<file path="src/rtl/mips_pkg.sv">
// Shared definitions for the MIPS pipeline front end: fetch states, special
// instruction words and the IF/ID bundle consumed by decode.
package mips_pkg;

    localparam logic [31:0] RESET_PC  = 32'h0000_0000;
    localparam logic [31:0] HALT_WORD = 32'hFFFF_FFFF;
    localparam logic [31:0] NOP_WORD  = 32'h0000_0000;

    typedef enum logic [1:0] {
        S_REQ  = 2'd0,
        S_WAIT = 2'd1,
        S_HOLD = 2'd2,
        S_HALT = 2'd3
    } fetch_state_e;

    typedef struct packed {
        logic [31:0] instr;
        logic [31:0] pc4;
    } if_id_t;

    function automatic logic is_halt(input logic [31:0] word);
        return word == HALT_WORD;
    endfunction

endpackage

</file>
<file path="src/rtl/fetch_unit_if.sv">
// Instruction-memory port of the fetch unit.
// Handshake: a request is accepted at a rising edge where imem_req and imem_gnt
// are both high; exactly one imem_rvalid pulse (carrying imem_rdata) answers it,
// and at most one request is outstanding at any time.
interface fetch_unit_if;
    logic        imem_req;
    logic [31:0] imem_addr;
    logic        imem_gnt;
    logic        imem_rvalid;
    logic [31:0] imem_rdata;

    modport master (
        output imem_req,
        output imem_addr,
        input  imem_gnt,
        input  imem_rvalid,
        input  imem_rdata
    );

    modport slave (
        input  imem_req,
        input  imem_addr,
        output imem_gnt,
        output imem_rvalid,
        output imem_rdata
    );
endinterface

</file>
<file path="src/rtl/if_skid_buffer.sv">
// One-entry holding register for a fetched word that decode could not take yet.
// Flush beats load, load beats drain.
module if_skid_buffer
    import mips_pkg::*;
(
    input  logic   clock,
    input  logic   reset,
    input  logic   i_load,
    input  logic   i_drain,
    input  logic   i_flush,
    input  if_id_t i_data,
    output if_id_t o_data,
    output logic   o_valid
);

    if_id_t r_data;
    logic   r_valid;

    always_ff @(posedge clock) begin
        if (reset || i_flush) begin
            r_valid <= 1'b0;
        end else if (i_load) begin
            r_valid <= 1'b1;
        end else if (i_drain) begin
            r_valid <= 1'b0;
        end
        if (i_load) begin
            r_data <= i_data;
        end
    end

    assign o_data  = r_data;
    assign o_valid = r_valid;

endmodule

</file>
<file path="src/rtl/fetch_unit.sv">
// Instruction-fetch front end: owns the PC, talks to instruction memory and
// loads the IF/ID register, honouring stall, redirect and the halt word.
module fetch_unit
    import mips_pkg::*;
(
    input  logic                clock,
    input  logic                reset,
    fetch_unit_if.master        imem,
    input  logic                stall,
    input  logic                redirect,
    input  logic [31:0]         redirect_pc,
    output logic [31:0]         if_id_instr,
    output logic [31:0]         if_id_pc4,
    output logic                if_id_valid,
    output logic                halted,
    output fetch_state_e        o_dbg_state
);

    fetch_state_e r_state, w_state_nxt;
    logic [31:0]  r_pc, w_pc_nxt;
    logic         r_kill, w_kill_nxt;
    if_id_t       r_if_id, w_if_id_nxt;
    logic         r_if_id_valid, w_if_id_valid_nxt;
    logic         r_halted, w_halted_nxt;

    logic         w_acc;
    logic         w_consumed;
    logic         w_req;
    logic         w_deliver;
    if_id_t       w_deliver_data;
    logic         w_skid_load;
    logic         w_skid_drain;
    logic         w_skid_flush;
    if_id_t       w_skid_data;
    logic         w_skid_valid;

    if_skid_buffer u_skid (
        .clock   (clock),
        .reset   (reset),
        .i_load  (w_skid_load),
        .i_drain (w_skid_drain),
        .i_flush (w_skid_flush),
        .i_data  ('{instr: imem.imem_rdata, pc4: r_pc}),
        .o_data  (w_skid_data),
        .o_valid (w_skid_valid)
    );

    always_comb begin
        w_acc             = !r_if_id_valid || !stall;
        w_consumed        = r_if_id_valid && !stall;
        w_state_nxt       = r_state;
        w_pc_nxt          = r_pc;
        w_kill_nxt        = r_kill;
        w_if_id_nxt       = r_if_id;
        w_if_id_valid_nxt = w_consumed ? 1'b0 : r_if_id_valid;
        w_halted_nxt      = r_halted;
        w_req             = 1'b0;
        w_deliver         = 1'b0;
        w_deliver_data    = '{instr: NOP_WORD, pc4: 32'h0};
        w_skid_load       = 1'b0;
        w_skid_drain      = 1'b0;
        w_skid_flush      = 1'b0;

        case (r_state)
            S_REQ: begin
                // No request goes out while a redirect is retargeting the PC.
                w_req = !redirect;
                if (redirect) begin
                    w_pc_nxt = redirect_pc;
                end else if (imem.imem_gnt) begin
                    w_pc_nxt    = r_pc + 32'd4;
                    w_state_nxt = S_WAIT;
                end
            end
            S_WAIT: begin
                if (redirect && !imem.imem_rvalid) begin
                    w_pc_nxt   = redirect_pc;
                    w_kill_nxt = 1'b1;
                end else if (imem.imem_rvalid && (r_kill || redirect)) begin
                    w_kill_nxt  = 1'b0;
                    w_state_nxt = S_REQ;
                    if (redirect) begin
                        w_pc_nxt = redirect_pc;
                    end
                end else if (imem.imem_rvalid) begin
                    if (w_acc) begin
                        w_deliver      = 1'b1;
                        w_deliver_data = '{instr: imem.imem_rdata, pc4: r_pc};
                    end else begin
                        w_skid_load = 1'b1;
                        w_state_nxt = S_HOLD;
                    end
                end
            end
            S_HOLD: begin
                if (redirect) begin
                    w_skid_flush = 1'b1;
                    w_pc_nxt     = redirect_pc;
                    w_state_nxt  = S_REQ;
                end else if (w_acc && w_skid_valid) begin
                    w_skid_drain   = 1'b1;
                    w_deliver      = 1'b1;
                    w_deliver_data = w_skid_data;
                end
            end
            S_HALT: begin
            end
            default: begin
                w_state_nxt = S_REQ;
            end
        endcase

        // The halt word stops fetch and is never handed to decode.
        if (w_deliver) begin
            if (is_halt(w_deliver_data.instr)) begin
                w_halted_nxt = 1'b1;
                w_state_nxt  = S_HALT;
            end else begin
                w_if_id_nxt       = w_deliver_data;
                w_if_id_valid_nxt = 1'b1;
                w_state_nxt       = S_REQ;
            end
        end

        if (redirect && r_state != S_HALT) begin
            w_if_id_valid_nxt   = 1'b0;
            w_if_id_nxt.instr   = NOP_WORD;
        end
    end

    always_ff @(posedge clock) begin
        if (reset) begin
            r_state       <= S_REQ;
            r_pc          <= RESET_PC;
            r_kill        <= 1'b0;
            r_if_id       <= '{instr: NOP_WORD, pc4: 32'h0};
            r_if_id_valid <= 1'b0;
            r_halted      <= 1'b0;
        end else begin
            r_state       <= w_state_nxt;
            r_pc          <= w_pc_nxt;
            r_kill        <= w_kill_nxt;
            r_if_id       <= w_if_id_nxt;
            r_if_id_valid <= w_if_id_valid_nxt;
            r_halted      <= w_halted_nxt;
        end
    end

    assign imem.imem_req  = w_req && !reset;
    assign imem.imem_addr = r_pc;
    assign if_id_instr    = r_if_id.instr;
    assign if_id_pc4      = r_if_id.pc4;
    assign if_id_valid    = r_if_id_valid;
    assign halted         = r_halted;
    assign o_dbg_state    = r_state;

endmodule

</file>
<file path="src/flat_wrapper.sv">
// flat-port wrapper written by rule: the top's interface ports become plain ports
module fetch_unit_flat import mips_pkg::*;
  (clock, reset, stall, redirect, redirect_pc, if_id_instr, if_id_pc4, if_id_valid, halted, o_dbg_state, imem_imem_req, imem_imem_addr, imem_imem_gnt, imem_imem_rvalid, imem_imem_rdata);
  fetch_unit_if imem_i ();
  input  logic clock;
  input  logic reset;
  input  logic stall;
  input  logic redirect;
  input  logic [31:0] redirect_pc;
  output logic [31:0] if_id_instr;
  output logic [31:0] if_id_pc4;
  output logic if_id_valid;
  output logic halted;
  output fetch_state_e o_dbg_state;
  output wire logic [$bits(imem_i.imem_req)-1:0] imem_imem_req;
  output wire logic [$bits(imem_i.imem_addr)-1:0] imem_imem_addr;
  input wire logic [$bits(imem_i.imem_gnt)-1:0] imem_imem_gnt;
  input wire logic [$bits(imem_i.imem_rvalid)-1:0] imem_imem_rvalid;
  input wire logic [$bits(imem_i.imem_rdata)-1:0] imem_imem_rdata;
  assign imem_imem_req = imem_i.imem_req;
  assign imem_imem_addr = imem_i.imem_addr;
  assign imem_i.imem_gnt = imem_imem_gnt;
  assign imem_i.imem_rvalid = imem_imem_rvalid;
  assign imem_i.imem_rdata = imem_imem_rdata;
  fetch_unit u_core (.clock(clock), .reset(reset), .imem(imem_i), .stall(stall), .redirect(redirect), .redirect_pc(redirect_pc), .if_id_instr(if_id_instr), .if_id_pc4(if_id_pc4), .if_id_valid(if_id_valid), .halted(halted), .o_dbg_state(o_dbg_state));
endmodule
</file>
<file path="config.mk">
export PLATFORM = sky130hd
export DESIGN_NAME = fetch_unit_flat
export DESIGN_NICKNAME = d
export VERILOG_FILES = /design/src/rtl/mips_pkg.sv /design/src/rtl/fetch_unit_if.sv /design/src/rtl/if_skid_buffer.sv /design/src/rtl/fetch_unit.sv /design/src/flat_wrapper.sv
export SDC_FILE = /design/constraint.sdc
export NUM_CORES = 1
export LEC_CHECK = 0
export ABC_AREA = 0
export BUFFER_PORTS_ARGS = -buffer_cell sky130_fd_sc_hd__buf_4
export CAP_MARGIN = 20
export CORE_UTILIZATION = 49
export DETAILED_ROUTE_END_ITERATION = 12
export PLACE_DENSITY = 0.8
export SYNTH_ARGS = -nofsm -noshare
export SYNTH_HDL_FRONTEND = slang
export SYNTH_SLANG_ARGS = --single-unit
</file>
<file path="constraint.sdc">
create_clock -name clock -period 3.5 [get_ports clock]
set_input_delay 1.05 -clock clock [delete_from_list [all_inputs] [get_ports clock]]
set_output_delay 1.05 -clock clock [all_outputs]
set_load 0.05 [all_outputs]
</file>
### Word level (Yosys, flattened, before mapping)

Index checks and enable logic that the tools add are counted.
Widths: inputs -> output; s select.

* mux-type cells: 46
* eq/ne operators: 12
* reductions and logical operators: 25
* add/sub/neg operators: 1
* bitwise gates (word level): 1

Operators with widths (number)
* $mux 64: 6
* $mux 32: 5
* $pmux 64 s2: 1
* $pmux 32 s3: 1
* $add 32x3->32 const B: 1
* $eq 32x32->1 const B: 1
* $mux 1: 22
* $mux 2: 9
* $ne 3x2->1 const B: 4
* $reduce_and 7->1: 1
* $logic_and 1x1->1: 6
* $pmux 2 s3: 1
* $reduce_and 2->1: 3
* $logic_not 1->1: 5
* $ne 4x2->1 const B: 1
* $ne 4x4->1 const B: 1
* $reduce_bool 2->1: 2
* $reduce_bool 4->1: 1
* $logic_or 1x1->1: 3
* $ne 3x1->1 const B: 1
* $ne 3x3->1 const B: 1
* $reduce_and 3->1: 1
* $reduce_bool 3->1: 1
* $eq 2x1->1 const B: 1
* 6 further kinds: 6

* logic and storage cells: 95
* output and inout port bits: 101
* input port bits: 70
* bits in registers: 166

### Depth between registers and ports, before layout

Gate-level depths: netlist of the first run.

* depth after elaboration: 10
* depth in mapped cells: 12
* mapped depth without buffers: 8

### Hierarchy

Synthesis of the first run repeated with hierarchy kept, for this count alone.

* cells, all modules: 760
* area total of the unflattened synthesis: 7734.9 µm²

Modules (own cells, without submodules)
* fetch_unit: times used 1, area an instance 5768.0 µm², seq. area each 2021.9 µm², cells each 692
* if_skid_buffer: times used 1, area an instance 1966.9 µm², seq. area each 1941.9 µm², cells each 68

### Least setup slack after synthesis of the first run

OpenSTA, ideal clock, no wires.

* kind: input to output
* start point: in redirect
* end point: out imem_imem_req
* required time: 2450 ps
* buffers on the path: 2
* stages on the path: 3
* setup slack: -181 ps
* arrival time: 2631 ps
* cell sequence: clkbuf_1 buf_1 nor3b_1

* word-level cells in the longest chain between the ends: 3

Ends and longest elaborated chain
* start, declared: line flat_wrapper.sv:8 `input logic redirect;`
* $logic_not 1->1: line fetch_unit.sv:67 `w_req = !redirect;`
* $mux 1: line fetch_unit.sv:64 `case (r_state)`
* $logic_and 1x1->1: line fetch_unit.sv:149 `assign imem.imem_req = w_req && !reset;`
* end, declared: line flat_wrapper.sv:15 `output wire logic [$bits(imem_i.imem_req)-1:0] imem_imem_req;`

No other way between the ends.

### Worst setup path in the final report of the first run

* start point: in redirect
* end point: reg u_core.r_if_id, in the netlist u_core.if_id_pc4[31]

* word-level cells in the longest chain between the ends: 8
* elaborated cells between the ends (all ways): 14
* those cells by class: 1 x eq/ne; 8 x mux; 1 x bitwise; 4 x reduce/logical

Ends and longest elaborated chain
* $logic_or 1x1->1: line fetch_unit.sv:79 `end else if (imem.imem_rvalid && (r_kill || redirect)) begin`
* $logic_and 1x1->1: line fetch_unit.sv:79
* $mux 64: line fetch_unit.sv:79
* $mux 64: line fetch_unit.sv:76 `if (redirect && !imem.imem_rvalid) begin`
* $pmux 64 s2: line fetch_unit.sv:64
* $eq 32x32->1: line mips_pkg.sv:22 `return word == HALT_WORD;`
* $not 1->1 (no line)
* $reduce_and 2->1 (no line)
* end signal, assigned: line fetch_unit.sv:136 `r_if_id <= '{instr: NOP_WORD, pc4: 32'h0};`
* end signal, assigned: line fetch_unit.sv:143 `r_if_id <= w_if_id_nxt;`
* end, declared: line fetch_unit.sv:22 `if_id_t r_if_id, w_if_id_nxt;`

Several ways; a longest one is shown, not always the timed one.
A chain may end at the register's enable or synchronous reset.

==> summary.md, run 1 <==
| Metric | Value |
|---|---|
| Slew Viols, Final | `0` |
| Wire per inst | `19.8 microns` |
| TNS Setup | `0 ns` |
| Routed via count | `7216` |
| Max Fclk | `324 MHz` |
| Die boundary width | `129 microns` |
| CP delay by family, top | `simple AND/OR/NAND/NOR gates` |
| VDD IR max | `0.394 mV` |
| Final HPWL DP | `15.6 mm` |
| Layout cells sized above 1 | `0.299` |
| Post-Synth Simple-Gate Area | `0.109` |
| Die Height | `129 microns` |
| Setup-failing EPs final | `0` |
| CTS tree | `built` |
| CTS resizes | `0` |
| Pwr Total | `0.00673 W` |
| CTS Hold Buffers Added | `0` |
| Startpoint type of the worst setup path | `primary input` |
| Post-layout util | `0.639` |
| Die area | `0.0166 sq mm` |
| Vias per inst | `6.23` |
| Mapped Nets | `856` |
| Worst Tran Pin Value | `0.973 ns` |
| Reg-to-reg startpoint | `u_core.o_dbg_state[1]` |
| Sequential area share after synthesis | `0.502` |
| Placed Area | `0.00947 sq mm` |
| Cell breakdown of the critical path | `buf_4 -> and4bb_4 -> buf_4 -> a31oi_1 -> nor4_1 -> nand4_1 -> or3_2 -> buf_12 -> a221oi_1` |
| Mux cell area share after synthesis | `0.0116` |
| RR Endpoint | `u_core.if_id_pc4[31]` |
| Vias in the first global route | `6457` |
| CTS H-Tree Depth | `4` |
| Start-to-end type of the worst setup path | `in2reg` |
| Clk_skew | `0.0130 ns` |
| Antenna violations before repair | `0` |
| 1st-iter DRT viols | `678` |
| Reg2reg setup slack | `0.46 ns` |
| Post-synthesis adder-cell area fraction | `0.00792` |
| EDFF count, synth | `64` |
| Max-slew headroom | `0.351` |
| Hold path cells | `2` |
| P_leak | `3.70 nW` |
| Root Buffer | `clkbuf_16` |
| Max cap viols | `0` |
| Unrepaired setup endpoints after global routing | `no` |
| Core Area | `0.0158 sq mm` |
| Worst Path Required | `3.82 ns` |
| Max FO, Critical Path | `35` |
| Hold path startpoint | `u_core.if_id_instr[13]` |
| Syn_area_per_cell | `10.1 sq um` |
| CTS max path bufs | `2` |
| Post-Place Cells | `1126` |
| Hold Crit Class | `reg2reg` |
| Drt total wl | `22.9 mm` |
| Ys async rst share | `0` |
| Most common cell after layout, fill and taps aside | `buf_4` |
| First-pass GRT wire length | `35.4 mm` |
| Design Area, Final | `0.0101 sq mm` |
| Total GRT Usage | `0.278` |
| Remaining antenna violation count | `0` |
| Later-pin clock latency in the skew report | `0.44 ns` |
| Pwr dens | `665 mW/mm^2` |
| Sink of the worst hold path | `u_core.if_id_instr[13]` |
| Post-layout min period | `3.08 ns` |
| Post-Layout Cell Count | `1158` |
| WP data arrival | `3.41 ns` |
| # rows | `46` |
| Status | `complete, no violations` |
| Initial core utilization | `0.499` |
| NumNets Final | `1004` |
| Worst Path Buf+Inv | `3` |
| Max incr delay on CP | `0.51 ns` |
| Yosys reg bits | `166` |
| R2R depth | `10` |
| Top Ports | `171` |
| Post-Synth XOR/XNOR Area | `0.00554` |
| Fillers | `1265` |
| Slowest cell on the critical path | `or3_2` |
| Global route overflow | `0` |
| Mapped Cells | `781` |
| Tcrit/Tclk final | `0.881` |
| Critical Path Sink Type | `flip-flop` |
| Ant. Diodes | `0` |
| Yosys synthesis warning count | `0` |
| Num CTS Buffers | `17` |
| Largest net degree at the start of global routing | `74` |
| Post-CTS Setup Bufs | `0` |
| IO buf count | `170` |
| Netlist cell types | `65` |
| Area added between synthesis and finish | `28.1%` |
| CTS sink cnt | `166` |
| Residual DRC count | `0` |
| Hold Vio Cnt, Final | `0` |
| Mapped Area | `0.00790 sq mm` |
| GP Congestion | `0.884` |
| CP dominant cell by count | `buf_4` |
| Highest-count cells in the layout ignoring fill and taps | `buf_4, dfxtp_1, inv_1, a221oi_1, edfxtp_1` |
| Post-synth top flop | `dfxtp_1` |
| Compound-Gate Fraction of Synth Area | `0.281` |
| Largest family of logic cells by synthesized area | `compound AO/OA/AOI/OAI gates` |
| DR pass1 iterations | `5` |
| Clk slew on worst S/H paths | `0.07 ns` |
[worst max path at each step]
stage / from / end / slack, ns / cells past startpoint
after global routing: u_core.o_dbg_state[1] / u_core.if_id_pc4[2] / 0.23 / 10
after CTS: redirect / u_core.if_id_pc4[31] / 0.42 / 9
after detailed placement: redirect / u_core.if_id_pc4[31] / -0.0004 / 9
final: redirect / u_core.if_id_pc4[31] / 0.42 / 9
after global placement: redirect / u_core.if_id_pc4[2] / 0.07 / 9
after floorplan: redirect / imem_imem_req / 0.31 / 3
[flip-flops by register name, summed over array words and instances (netlist names)]
name                   count
u_core.halted              1
u_core.if_id_instr        32
u_core.if_id_pc4          32
u_core.if_id_valid         1
u_core.imem.imem_addr     32
u_core.o_dbg_state         2
u_core.r_kill              1
u_core.u_skid.o_data      64
u_core.u_skid.o_valid      1
[metrics by stage]
stage	setup slack, ns	hold WS (ns)
3_3_place_gp	0.0693	0.443
3_5_place_dp	-0.000426	0.448
2_1_floorplan	0.306	0.471
4_1_cts	0.424	0.458
5_1_grt	0.232	0.464
6_report	0.416	0.453
[cell usage after synthesis (5+ instances only)]
| cell type | n | area, sq um |
|---|---|---|
| edfxtp_1 | 64 | 1920 |
| mux2i_1 | 8 | 80.1 |
| clkbuf_1 | 55 | 206 |
| a21oi_1 | 33 | 165 |
| nand3_1 | 12 | 60.1 |
| nor2_1 | 35 | 131 |
| nor4_1 | 15 | 93.8 |
| nor3_1 | 18 | 90.1 |
| nand4_1 | 13 | 81.3 |
| a221oi_2 | 28 | 420 |
| buf_6 | 5 | 56.3 |
| nand2_1 | 28 | 105 |
| buf_2 | 8 | 40.0 |
| o221ai_1 | 5 | 43.8 |
| a221oi_1 | 71 | 622 |
| dfxtp_1 | 102 | 2040 |
| a22oi_1 | 6 | 45.0 |
| and3_1 | 8 | 50.1 |
| inv_1 | 77 | 289 |
| o21ai_0 | 30 | 150 |
| or3_1 | 6 | 37.5 |
| ha_1 | 5 | 62.6 |
| a31oi_1 | 32 | 200 |
| a211oi_1 | 42 | 315 |
[routing by layer]
metal	global-route usage	share of wire	up-vias
met5	0	0	-
met3	0.0545	0.092	41
met2	0.419	0.46	403
met1	0.392	0.43	3437
li1	-	-	3335
met4	0.109	0.024	0
[report_power, final]
group	switching, W	leakage, nW	internal, W
registers	0.000287	1.41	0.00222
logic	0.00147	1.99	0.000714
clock network	0.000800	0.307	0.00124
[area by class of cell]
| type | instances | area, sq um | share of cell area |
|---|---|---|---|
| Clock buffer | 18 | 450 | 0.0445 |
| Tap cell | 216 | 270 | 0.0267 |
| Multi-Input combinational cell | 460 | 3310 | 0.327 |
| Sequential cell | 166 | 3960 | 0.392 |
| Clock inverter | 14 | 195 | 0.0193 |
| Inverter | 78 | 293 | 0.0289 |
| Timing Repair Buffer | 206 | 1630 | 0.162 |
[cell families (layout without fill, tap and decap cells)]
family,Yosys count,count (layout)
compound gates,279,279
xor+xnor,5,5
fa+ha+maj,5,5
buf+inv,155,316
flops,166,166
mux,9,9
simple gates,162,162
[tightest hold or removal path: cells and delay by family (launching register included)]
family / cells / cell delay (ns)
flip-flops: 1 / 0.31
buffers and inverters: 1 / 0.05
AO/OA/AOI/OAI: 1 / 0.05
(Power assumes the default switching activity.)
==> run 2: changes to the inputs <==
--- a/config.mk
+++ b/config.mk
@@ -6,7 +6,8 @@
 export NUM_CORES = 1
 export LEC_CHECK = 0
 export ABC_AREA = 0
-export BUFFER_PORTS_ARGS = -buffer_cell sky130_fd_sc_hd__buf_4
+export ABC_CLOCK_PERIOD_IN_PS = 3500
+export BUFFER_PORTS_ARGS = -buffer_cell sky130_fd_sc_hd__buf_2
 export CAP_MARGIN = 20
 export CORE_UTILIZATION = 49
 export DETAILED_ROUTE_END_ITERATION = 12
==> run 2 against run 1 <==
Effect of this change:
- die area unchanged
- combinational power down 9%
- via count up 0.39%
- wire length down 1.8%
- count of clock-buffer cells in the layout unchanged
- sequential share of layout area up 2.2 points
- clock skew down 0.0048 ns
- power down 5.4%
- core utilization down 3.5 points
- sequential cell count unchanged
==> summary.md, run 2 (same netlist as run 1, synthesis figures left out) <==
| Metric | Value |
|---|---|
| Status | `complete, no violations` |
| Max FO, Critical Path | `13` |
| Die boundary width | `129 microns` |
| TNS Setup | `0 ns` |
| Root Buffer | `clkbuf_16` |
| Die Height | `129 microns` |
| Global route overflow | `0` |
| Routed via count | `7244` |
| Final HPWL DP | `15.3 mm` |
| CTS max path bufs | `2` |
| Worst Path Buf+Inv | `3` |
| Vias in the first global route | `6539` |
| CTS Hold Buffers Added | `0` |
| Clk slew on worst S/H paths | `0.06 ns` |
| Wire per inst | `19.5 microns` |
| Worst Tran Pin Value | `0.739 ns` |
| DR pass1 iterations | `6` |
| Reg-to-reg startpoint | `u_core.o_dbg_state[1]` |
| Placed Area | `0.00899 sq mm` |
| Hold path cells | `2` |
| Antenna violations before repair | `0` |
| Drt total wl | `22.5 mm` |
| CP delay by family, top | `simple AND/OR/NAND/NOR gates` |
| Startpoint type of the worst setup path | `primary input` |
| Start-to-end type of the worst setup path | `in2reg` |
| RR Endpoint | `u_core.o_dbg_state[0]` |
| IO buf count | `170` |
| CTS H-Tree Depth | `4` |
| Max reg flops | `64` |
| Unrepaired setup endpoints after global routing | `no` |
| Vias per inst | `6.28` |
| Residual DRC count | `0` |
| Slew Viols, Final | `0` |
| CTS tree | `built` |
| Worst Path Required | `3.83 ns` |
| CTS sink cnt | `166` |
| Reg2reg setup slack | `0.42 ns` |
| Pwr dens | `665 mW/mm^2` |
| Post-layout min period | `3.12 ns` |
| Remaining antenna violation count | `0` |
| 1st-iter DRT viols | `877` |
| Layout cells sized above 1 | `0.295` |
| Cell breakdown of the critical path | `buf_2 -> and4bb_4 -> buf_4 -> a31oi_1 -> nor4_2 -> nand4_1 -> or3_2 -> buf_4 -> a311oi_1` |
| Setup-failing EPs final | `0` |
| Slowest cell on the critical path | `or3_2` |
| Area added between synthesis and finish | `21.2%` |
| Max-slew headroom | `0.507` |
| Hold path startpoint | `u_core.if_id_instr[5]` |
| Ant. Diodes | `0` |
| NumNets Final | `1000` |
| Most common cell after layout, fill and taps aside | `buf_2` |
| Hold Vio Cnt, Final | `0` |
| P_leak | `3.58 nW` |
| Post-CTS Setup Bufs | `0` |
| GP Congestion | `0.901` |
| Critical Path Sink Type | `flip-flop` |
| Num CTS Buffers | `17` |
| Max cap viols | `0` |
| Top Ports | `171` |
| WP data arrival | `3.45 ns` |
| Initial core utilization | `0.499` |
| Die area | `0.0166 sq mm` |
| R2R depth | `10` |
| Max incr delay on CP | `0.53 ns` |
| CTS resizes | `0` |
| Total GRT Usage | `0.275` |
| Highest-count cells in the layout ignoring fill and taps | `buf_2, dfxtp_1, inv_1, a221oi_1, edfxtp_1` |
| Tcrit/Tclk final | `0.893` |
| VDD IR max | `0.440 mV` |
| Design Area, Final | `0.00957 sq mm` |
| Hold Crit Class | `reg2reg` |
| Sink of the worst hold path | `u_core.if_id_instr[5]` |
| Later-pin clock latency in the skew report | `0.43 ns` |
| # rows | `46` |
| Largest net degree at the start of global routing | `55` |
| Core Area | `0.0158 sq mm` |
| Max Fclk | `320 MHz` |
| First-pass GRT wire length | `35.2 mm` |
| CP dominant cell by count | `buf_4` |
| Clk_skew | `0.00819 ns` |
-- run 2: per-stage QoR --
step                power (W)  setup slack (ns)  cells  hold slack, ns  utilization
CTS                   0.00635             0.403   1154           0.456        0.605
floorplan             0.00392             0.306    781           0.471            -
global route          0.00662             0.275   1154           0.466        0.605
finish                0.00637             0.376   1154           0.453        0.605
detailed placement    0.00452            0.0258   1122           0.444        0.568
global placement      0.00449            0.0625   1122           0.443        0.568
-- run 2: area by class of cell --
type | count | area (sq um)
clock buffers | 18 | 429
clock inverters | 14 | 150
fillers | 1286 | 6260
inverters | 78 | 293
multi-input cells | 460 | 3310
flip-flops and latches | 166 | 3960
well taps | 216 | 270
repair buffers | 202 | 1150
-- run 2: routing by layer --
metal / up-vias / routed length, microns / track usage
met4: 0 / 598 / 0.109
met5: - / 0 / 0
met2: 439 / 10400 / 0.419
met1: 3432 / 9430 / 0.384
met3: 52 / 2120 / 0.0536
li1: 3321 / - / -
-- run 2: power by group --
group	switching (W)	total [W]	internal, W
Combinational	0.00143	0.00200	0.000564
Clock	0.000783	0.00184	0.00105
Sequential	0.000318	0.00253	0.00222
Total	0.00253	0.00637	0.00383
-- run 2: worst max path at each step --
stage,startpoint,end,cells past startpoint
after global placement,redirect,u_core.if_id_pc4[31],9
final,redirect,u_core.o_dbg_state[0],9
after CTS,redirect,u_core.o_dbg_state[0],9
after floorplan,redirect,imem_imem_req,3
after detailed placement,redirect,u_core.if_id_pc4[0],9
after global routing,u_core.o_dbg_state[1],u_core.if_id_pc4[0],10
-- run 2: worst register-to-register path, delay by kind of cell, from the launching register on --
family	cells	cell delay [ns]
adder cells (fa/ha/maj)	1	0.32
AO/OA/AOI/OAI	2	0.43
AND/OR/NAND/NOR	4	1.36
buffers and inverters	3	0.51
flip-flops	1	0.35
